--- config.mk ---
export PLATFORM = sky130hd
export DESIGN_NAME = async_fifo_wr_ptr_flat
export DESIGN_NICKNAME = d
export VERILOG_FILES = /design/src/rtl/async_fifo_wr_ptr_pkg.sv /design/src/rtl/async_fifo_wr_ptr_if.sv /design/src/rtl/bin2gray_converter.sv /design/src/rtl/gray2bin_converter.sv /design/src/rtl/async_fifo_wr_ptr.sv /design/src/flat_wrapper.sv
export SDC_FILE = /design/constraint.sdc
export NUM_CORES = 1
export LEC_CHECK = 0
export CORE_AREA = 2 2 47 49
export DETAILED_ROUTE_END_ITERATION = 8
export DIE_AREA = 0 0 49 51
export HOLD_SLACK_MARGIN = 0.15
export PLACE_DENSITY = 0.81
export SLEW_MARGIN = 10
export SYNTH_ARGS = -nofsm -noshare
export SYNTH_HDL_FRONTEND = slang
export SYNTH_SLANG_ARGS = --single-unit
--- constraint.sdc ---
create_clock -name clk -period 6.5 [get_ports clk]
set_input_delay 1.3 -clock clk [delete_from_list [all_inputs] [get_ports clk]]
set_output_delay 1.3 -clock clk [all_outputs]
set_load 0.01 [all_outputs]
--- src/rtl/async_fifo_wr_ptr_pkg.sv ---
// rtl/async_fifo_wr_ptr_pkg.sv - shared constants and Gray decode for the async FIFO pointer blocks
package async_fifo_wr_ptr_pkg;

  // Default FIFO geometry; the pointer carries one extra wrap bit over the address.
  localparam int DEFAULT_ADDR_WIDTH = 4;
  localparam int PTR_WIDTH          = DEFAULT_ADDR_WIDTH + 1;

  // Widest pointer the shared decode function accepts; narrower pointers are zero-extended.
  localparam int MAX_PTR_WIDTH = 32;

  // Gray to binary by prefix XOR from the MSB down. Leading zeros from
  // zero-extension leave the running XOR untouched, so any width up to
  // MAX_PTR_WIDTH decodes correctly.
  function automatic logic [MAX_PTR_WIDTH-1:0] gray_to_bin(input logic [MAX_PTR_WIDTH-1:0] gray);
    logic [MAX_PTR_WIDTH-1:0] bin;
    logic                     acc;
    bin = '0;
    acc = 1'b0;
    for (int i = MAX_PTR_WIDTH - 1; i >= 0; i--) begin
      acc    = acc ^ gray[i];
      bin[i] = acc;
    end
    return bin;
  endfunction

endpackage

--- src/rtl/async_fifo_wr_ptr_if.sv ---
// rtl/async_fifo_wr_ptr_if.sv - producer handshake and RAM write port of the FIFO write side
interface async_fifo_wr_ptr_if
  import async_fifo_wr_ptr_pkg::*;
#(
  parameter int ADDR_WIDTH = DEFAULT_ADDR_WIDTH
) ();

  logic                  wr_valid_i;
  logic                  wr_ready_o;
  logic                  wr_en_o;
  logic [ADDR_WIDTH-1:0] waddr_o;

  // Producer / RAM side that drives requests and observes the accept.
  modport master (
    output wr_valid_i,
    input  wr_ready_o,
    input  wr_en_o,
    input  waddr_o
  );

  // Pointer block side that accepts requests and drives the RAM port.
  modport slave (
    input  wr_valid_i,
    output wr_ready_o,
    output wr_en_o,
    output waddr_o
  );

endinterface

--- src/rtl/bin2gray_converter.sv ---
// rtl/bin2gray_converter.sv - binary to reflected Gray code encoder
module bin2gray_converter #(
  parameter int DATA_WIDTH = 5
) (
  input  logic [DATA_WIDTH-1:0] bin,
  output logic [DATA_WIDTH-1:0] gray
);

  // Each Gray bit is the XOR of adjacent binary bits; the MSB passes through.
  assign gray = bin ^ (bin >> 1);

endmodule

--- src/rtl/gray2bin_converter.sv ---
// rtl/gray2bin_converter.sv - reflected Gray code to binary decoder
module gray2bin_converter #(
  parameter int DATA_WIDTH = 5
) (
  input  logic [DATA_WIDTH-1:0] gray,
  output logic [DATA_WIDTH-1:0] bin
);

  // Prefix XOR from the MSB: each binary bit is the XOR of all Gray bits above and at it.
  always_comb begin
    logic acc;
    bin = '0;
    acc = 1'b0;
    for (int i = DATA_WIDTH - 1; i >= 0; i--) begin
      acc    = acc ^ gray[i];
      bin[i] = acc;
    end
  end

endmodule

--- src/rtl/async_fifo_wr_ptr.sv ---
// rtl/async_fifo_wr_ptr.sv - write-side pointer, Gray export and full/level flags of an async FIFO
module async_fifo_wr_ptr
  import async_fifo_wr_ptr_pkg::*;
#(
  parameter int ADDR_WIDTH  = DEFAULT_ADDR_WIDTH,
  parameter int AFULL_LEVEL = (1 << ADDR_WIDTH) - 1
) (
  input  logic                  clk,
  input  logic                  rst_n,
  async_fifo_wr_ptr_if.slave    wr_if,
  input  logic [ADDR_WIDTH:0]   rptr_gray_sync_i,
  output logic [ADDR_WIDTH:0]   wptr_gray_o,
  output logic                  full_o,
  output logic                  almost_full_o,
  output logic [ADDR_WIDTH:0]   wr_level_o
);

  localparam int PW = ADDR_WIDTH + 1;
  localparam logic [PW-1:0] AFULL_THRESH = PW'(AFULL_LEVEL);

  logic [PW-1:0] wptr_bin;
  logic [PW-1:0] wptr_gray;
  logic          full;
  logic          afull;
  logic [PW-1:0] level;

  logic          wr_en;
  logic [PW-1:0] wptr_bin_next;
  logic [PW-1:0] wptr_gray_next;
  logic [PW-1:0] rptr_bin;
  logic [PW-1:0] full_pattern;
  logic          full_next;
  logic [PW-1:0] level_next;
  logic          afull_next;

  // A request is taken only while the registered full flag is clear, so
  // there is no same-cycle path from wr_valid_i into the flags.
  assign wr_en            = wr_if.wr_valid_i & ~full;
  assign wr_if.wr_en_o    = wr_en;
  assign wr_if.wr_ready_o = ~full;
  assign wr_if.waddr_o    = wptr_bin[ADDR_WIDTH-1:0];

  // The pointer advances by the accepted write; the extra bit wraps naturally.
  always_comb begin
    wptr_bin_next = wptr_bin + PW'(wr_en);
  end

  bin2gray_converter #(
    .DATA_WIDTH (PW)
  ) u_wptr_b2g (
    .bin  (wptr_bin_next),
    .gray (wptr_gray_next)
  );

  gray2bin_converter #(
    .DATA_WIDTH (PW)
  ) u_rptr_g2b (
    .gray (rptr_gray_sync_i),
    .bin  (rptr_bin)
  );

  // Full when the next write pointer is exactly one lap ahead of the read
  // pointer: in Gray code that means the top two bits differ and the rest match.
  // Level uses the synchronized (stale) read pointer, so it can only over-report.
  always_comb begin
    full_pattern = {~rptr_gray_sync_i[PW-1 -: 2], rptr_gray_sync_i[PW-3:0]};
    full_next    = (wptr_gray_next == full_pattern);
    level_next   = wptr_bin_next - rptr_bin;
    afull_next   = (level_next >= AFULL_THRESH);
  end

  // All state reloads every cycle; reset clears it asynchronously.
  always_ff @(posedge clk or negedge rst_n) begin
    if (!rst_n) begin
      wptr_bin  <= '0;
      wptr_gray <= '0;
      full      <= 1'b0;
      afull     <= 1'b0;
      level     <= '0;
    end else begin
      wptr_bin  <= wptr_bin_next;
      wptr_gray <= wptr_gray_next;
      full      <= full_next;
      afull     <= afull_next;
      level     <= level_next;
    end
  end

  // The Gray pointer leaves straight from its flop so the crossing sees no glitches.
  assign wptr_gray_o   = wptr_gray;
  assign full_o        = full;
  assign almost_full_o = afull;
  assign wr_level_o    = level;

endmodule

--- src/flat_wrapper.sv ---
// flat-port wrapper written by rule: the top's interface ports become plain ports
module async_fifo_wr_ptr_flat import async_fifo_wr_ptr_pkg::*;
#(
  parameter int ADDR_WIDTH  = DEFAULT_ADDR_WIDTH,
  parameter int AFULL_LEVEL = (1 << ADDR_WIDTH) - 1
)
  (clk, rst_n, rptr_gray_sync_i, wptr_gray_o, full_o, almost_full_o, wr_level_o, wr_if_wr_valid_i, wr_if_wr_ready_o, wr_if_wr_en_o, wr_if_waddr_o);
  async_fifo_wr_ptr_if #(.ADDR_WIDTH(ADDR_WIDTH)) wr_if_i ();
  input  logic clk;
  input  logic rst_n;
  input  logic [ADDR_WIDTH:0] rptr_gray_sync_i;
  output logic [ADDR_WIDTH:0] wptr_gray_o;
  output logic full_o;
  output logic almost_full_o;
  output logic [ADDR_WIDTH:0] wr_level_o;
  input wire logic [$bits(wr_if_i.wr_valid_i)-1:0] wr_if_wr_valid_i;
  output wire logic [$bits(wr_if_i.wr_ready_o)-1:0] wr_if_wr_ready_o;
  output wire logic [$bits(wr_if_i.wr_en_o)-1:0] wr_if_wr_en_o;
  output wire logic [$bits(wr_if_i.waddr_o)-1:0] wr_if_waddr_o;
  assign wr_if_i.wr_valid_i = wr_if_wr_valid_i;
  assign wr_if_wr_ready_o = wr_if_i.wr_ready_o;
  assign wr_if_wr_en_o = wr_if_i.wr_en_o;
  assign wr_if_waddr_o = wr_if_i.waddr_o;
  async_fifo_wr_ptr #(.ADDR_WIDTH(ADDR_WIDTH), .AFULL_LEVEL(AFULL_LEVEL)) u_core (.clk(clk), .rst_n(rst_n), .wr_if(wr_if_i), .rptr_gray_sync_i(rptr_gray_sync_i), .wptr_gray_o(wptr_gray_o), .full_o(full_o), .almost_full_o(almost_full_o), .wr_level_o(wr_level_o));
endmodule
==> results.cfg <==
[layout]
num-nets-final = 120
diodes = 0
syn_to_final_growth_pct = 34.8
layout-drive-gt1-share_pct = 7.69
layout_commonest_cell = clkdlybuf4s50_1
mostFrequentLayoutCells = 25 x clkdlybuf4s50_1, 16 x dfrtp_1, 9 x xnor2_1
fill_cells = 176
postLayoutCellArea_mm2 = 0.00122

[placement]
io_buffers = 25
hpwl_um = 1350
place_area_mm2 = 0.00119
place_congestion = 0.802

[routing]
detail_route.wl_per_cell_um = 12.7
viasPerCell = 4.86
dr.pass1.iters = 4
drc = 0
vias = 641
routed_wl_um = 1680
detail-route-antenna-nets = 0
drtIter0Drc = 1

[clock_tree]
cts_tree = yes
ctsHoldBuffers = 0
cts_max_path_buffers = 2
post_cts_resized = 0
cts_root_buf = clkbuf_4
cts.sinks = 16
cts_max_level = 1
cts_buffers = 3
clock_latency_ps = 290
postCtsSetupBuffers = 0
clk_pin_slew_ps = 90

[power]
power_density_mw_per_mm2 = 586
vdd_ir_drop_max_uv = 337
leakagePower_nw = 0.551

[sta]
finalSetupViolCount = 0
relSlewSlack_pct = 53.3
fmax_mhz = 265
fin_skew_ps = 4.41
finalSetupTns_ps = 0
finalMaxSlewViolations = 0
rsz0062_at_grt = no
fin_crit_ps = 3780
fin_hold_ws_ps = 579
finalHoldViolCount = 0
worstMarginPinSlew_ps = 698
period_share_pct = 58.1

[yosys]
synth_nets = 91
syn-mean-instance-area_um2 = 12.0
synthCells = 76
synth_warnings = 0
async_flop_share_pct = 100
synthDistinctLibCells = 26
synth_edf_count = 0
syn_area_um2 = 908
ys_seq_elements = 16
synthFlopType = dfrtp_1
ys_seq_area_share_pct = 44.1

[critical_path]
crit_fanout = 2
max_stage_delay_ps = 560
critPathRequiredTime_ps = 5200
cpMaxStageDelayCell = clkdlybuf4s50_1
cp-end-kind = output pin
crit_type = in2out
worst_ep_arrival_time_ps = 2480
start_kind = input pin
cp_cell_sequence = clkdlybuf4s50_1 > nor2b_1 > clkdlybuf4s50_1
cp_common_cell = clkdlybuf4s50_1

[floorplan]
rows = 17
dieHeight_um = 51
num_io_pins = 26
core_area_mm2 = 0.00206
initial_core_util_pct = 44.0
fp.dieArea_mm2 = 0.00250
die_x_um = 49

[run_status]
status = completed

[min_path]
hold_path.class = reg2reg

[grt]
grt_pass1_vias = 655
antenna_found_initial = 0
groute.usage.overall_pct = 15.0
grt_max_degree = 17
grt-ovfl-total = 0
grt_pass1_wl_um = 2730

[flow_run]
max_cap_violations = 0
synth_stat cells, types with 2 or more instances:
cell       n  share of area, %
inv_1      8               3.3
o21ai_0    2               1.1
xor2_1     5               4.8
nand3_1    4               2.2
dfrtp_1   16                44
a21boi_0   2               1.7
xnor2_1    9               8.7
ha_1       6               8.3
xor2_2     2               3.6
nor2_1     2              0.83
nor2b_1    3               2.1
nand2_1    3               1.2
registers in the layout (all words and copies together), names as in the netlist:
signal / cells
u_core.almost_full_o: 1
u_core.full_o: 1
u_core.wptr_bin: 5
u_core.wptr_gray_o: 4
u_core.wr_level_o: 5
per-stage QoR:
step	total power (W)	cells	setup WS, ps	util, %
after floorplan	0.000486	76	3180	-
after global placement	0.000638	128	2620	57.6
after detailed placement	0.000655	128	2500	57.6
after CTS	0.000726	132	2710	59.4
after global routing	0.000775	132	2550	59.4
final	0.000718	132	2720	59.4
final cells by class:
cell class	count	area (um^2)	share of cell area, %
Sequential cell	16	400	32.7
Inverter	8	30.0	2.45
Tap cell	28	35.0	2.86
Clock buffer	4	36.3	2.96
Timing Repair Buffer	25	250	20.4
Multi-Input combinational cell	51	473	38.6
layer usage:
metal | GRT usage, % | part of all wire (%) | up-vias | wire length (um)
met3 | 3.51 | 3.8 | 5 | 64
li1 | - | - | 304 | -
met4 | 10.0 | 2.9 | 0 | 48
met1 | 15.2 | 42 | 312 | 700
met2 | 27.4 | 52 | 20 | 867
met5 | 0 | 0 | - | 0
worst max-delay path: cells and delay by family:
| kind | cells | cell delay, ps |
|---|---|---|
| buffers and inverters | 2 | 1010 |
| and+or+nand+nor | 1 | 170 |
report_power, final:
group / switching [W] / total, W / internal [W]
clock: 0.0000324 / 0.0000665 / 0.0000342
combinational: 0.000215 / 0.000458 / 0.000244
sequential: 0.0000373 / 0.000193 / 0.000156
kinds of logic after synthesis:
group,count (synthesis),synth area share (%)
multiplexers,1,1.10
flip-flops,16,44.1
buffers and inverters,9,3.86
adder cells (fa/ha/maj),7,10.5
AO/OA/AOI/OAI,8,6.47
XOR/XNOR,19,24.0
AND/OR/NAND/NOR,16,10.1
path summary, 6_finish.rpt:
check / to / cells past startpoint / slack [ps] / startpoint
setup / recovery: wr_if_wr_en_o / 3 / 2720 / wr_if_wr_valid_i
hold / removal: u_core.wptr_gray_o[3]$_DFF_PN0_ / 1 / 580 / u_core.wptr_bin[4]$_DFF_PN0_
setup reg to reg: u_core.almost_full_o$_DFF_PN0_ / 9 / 3960 / u_core.full_o$_DFF_PN0_
hold reg to reg: u_core.wptr_gray_o[3]$_DFF_PN0_ / 1 / 580 / u_core.wptr_bin[4]$_DFF_PN0_
max in group asynchronous: u_core.almost_full_o$_DFF_PN0_ / 1 / 4640 / rst_n
min in group asynchronous: u_core.wptr_bin[0]$_DFF_PN0_ / 1 / 1420 / rst_n
Power figures use the tool's default switching activity.
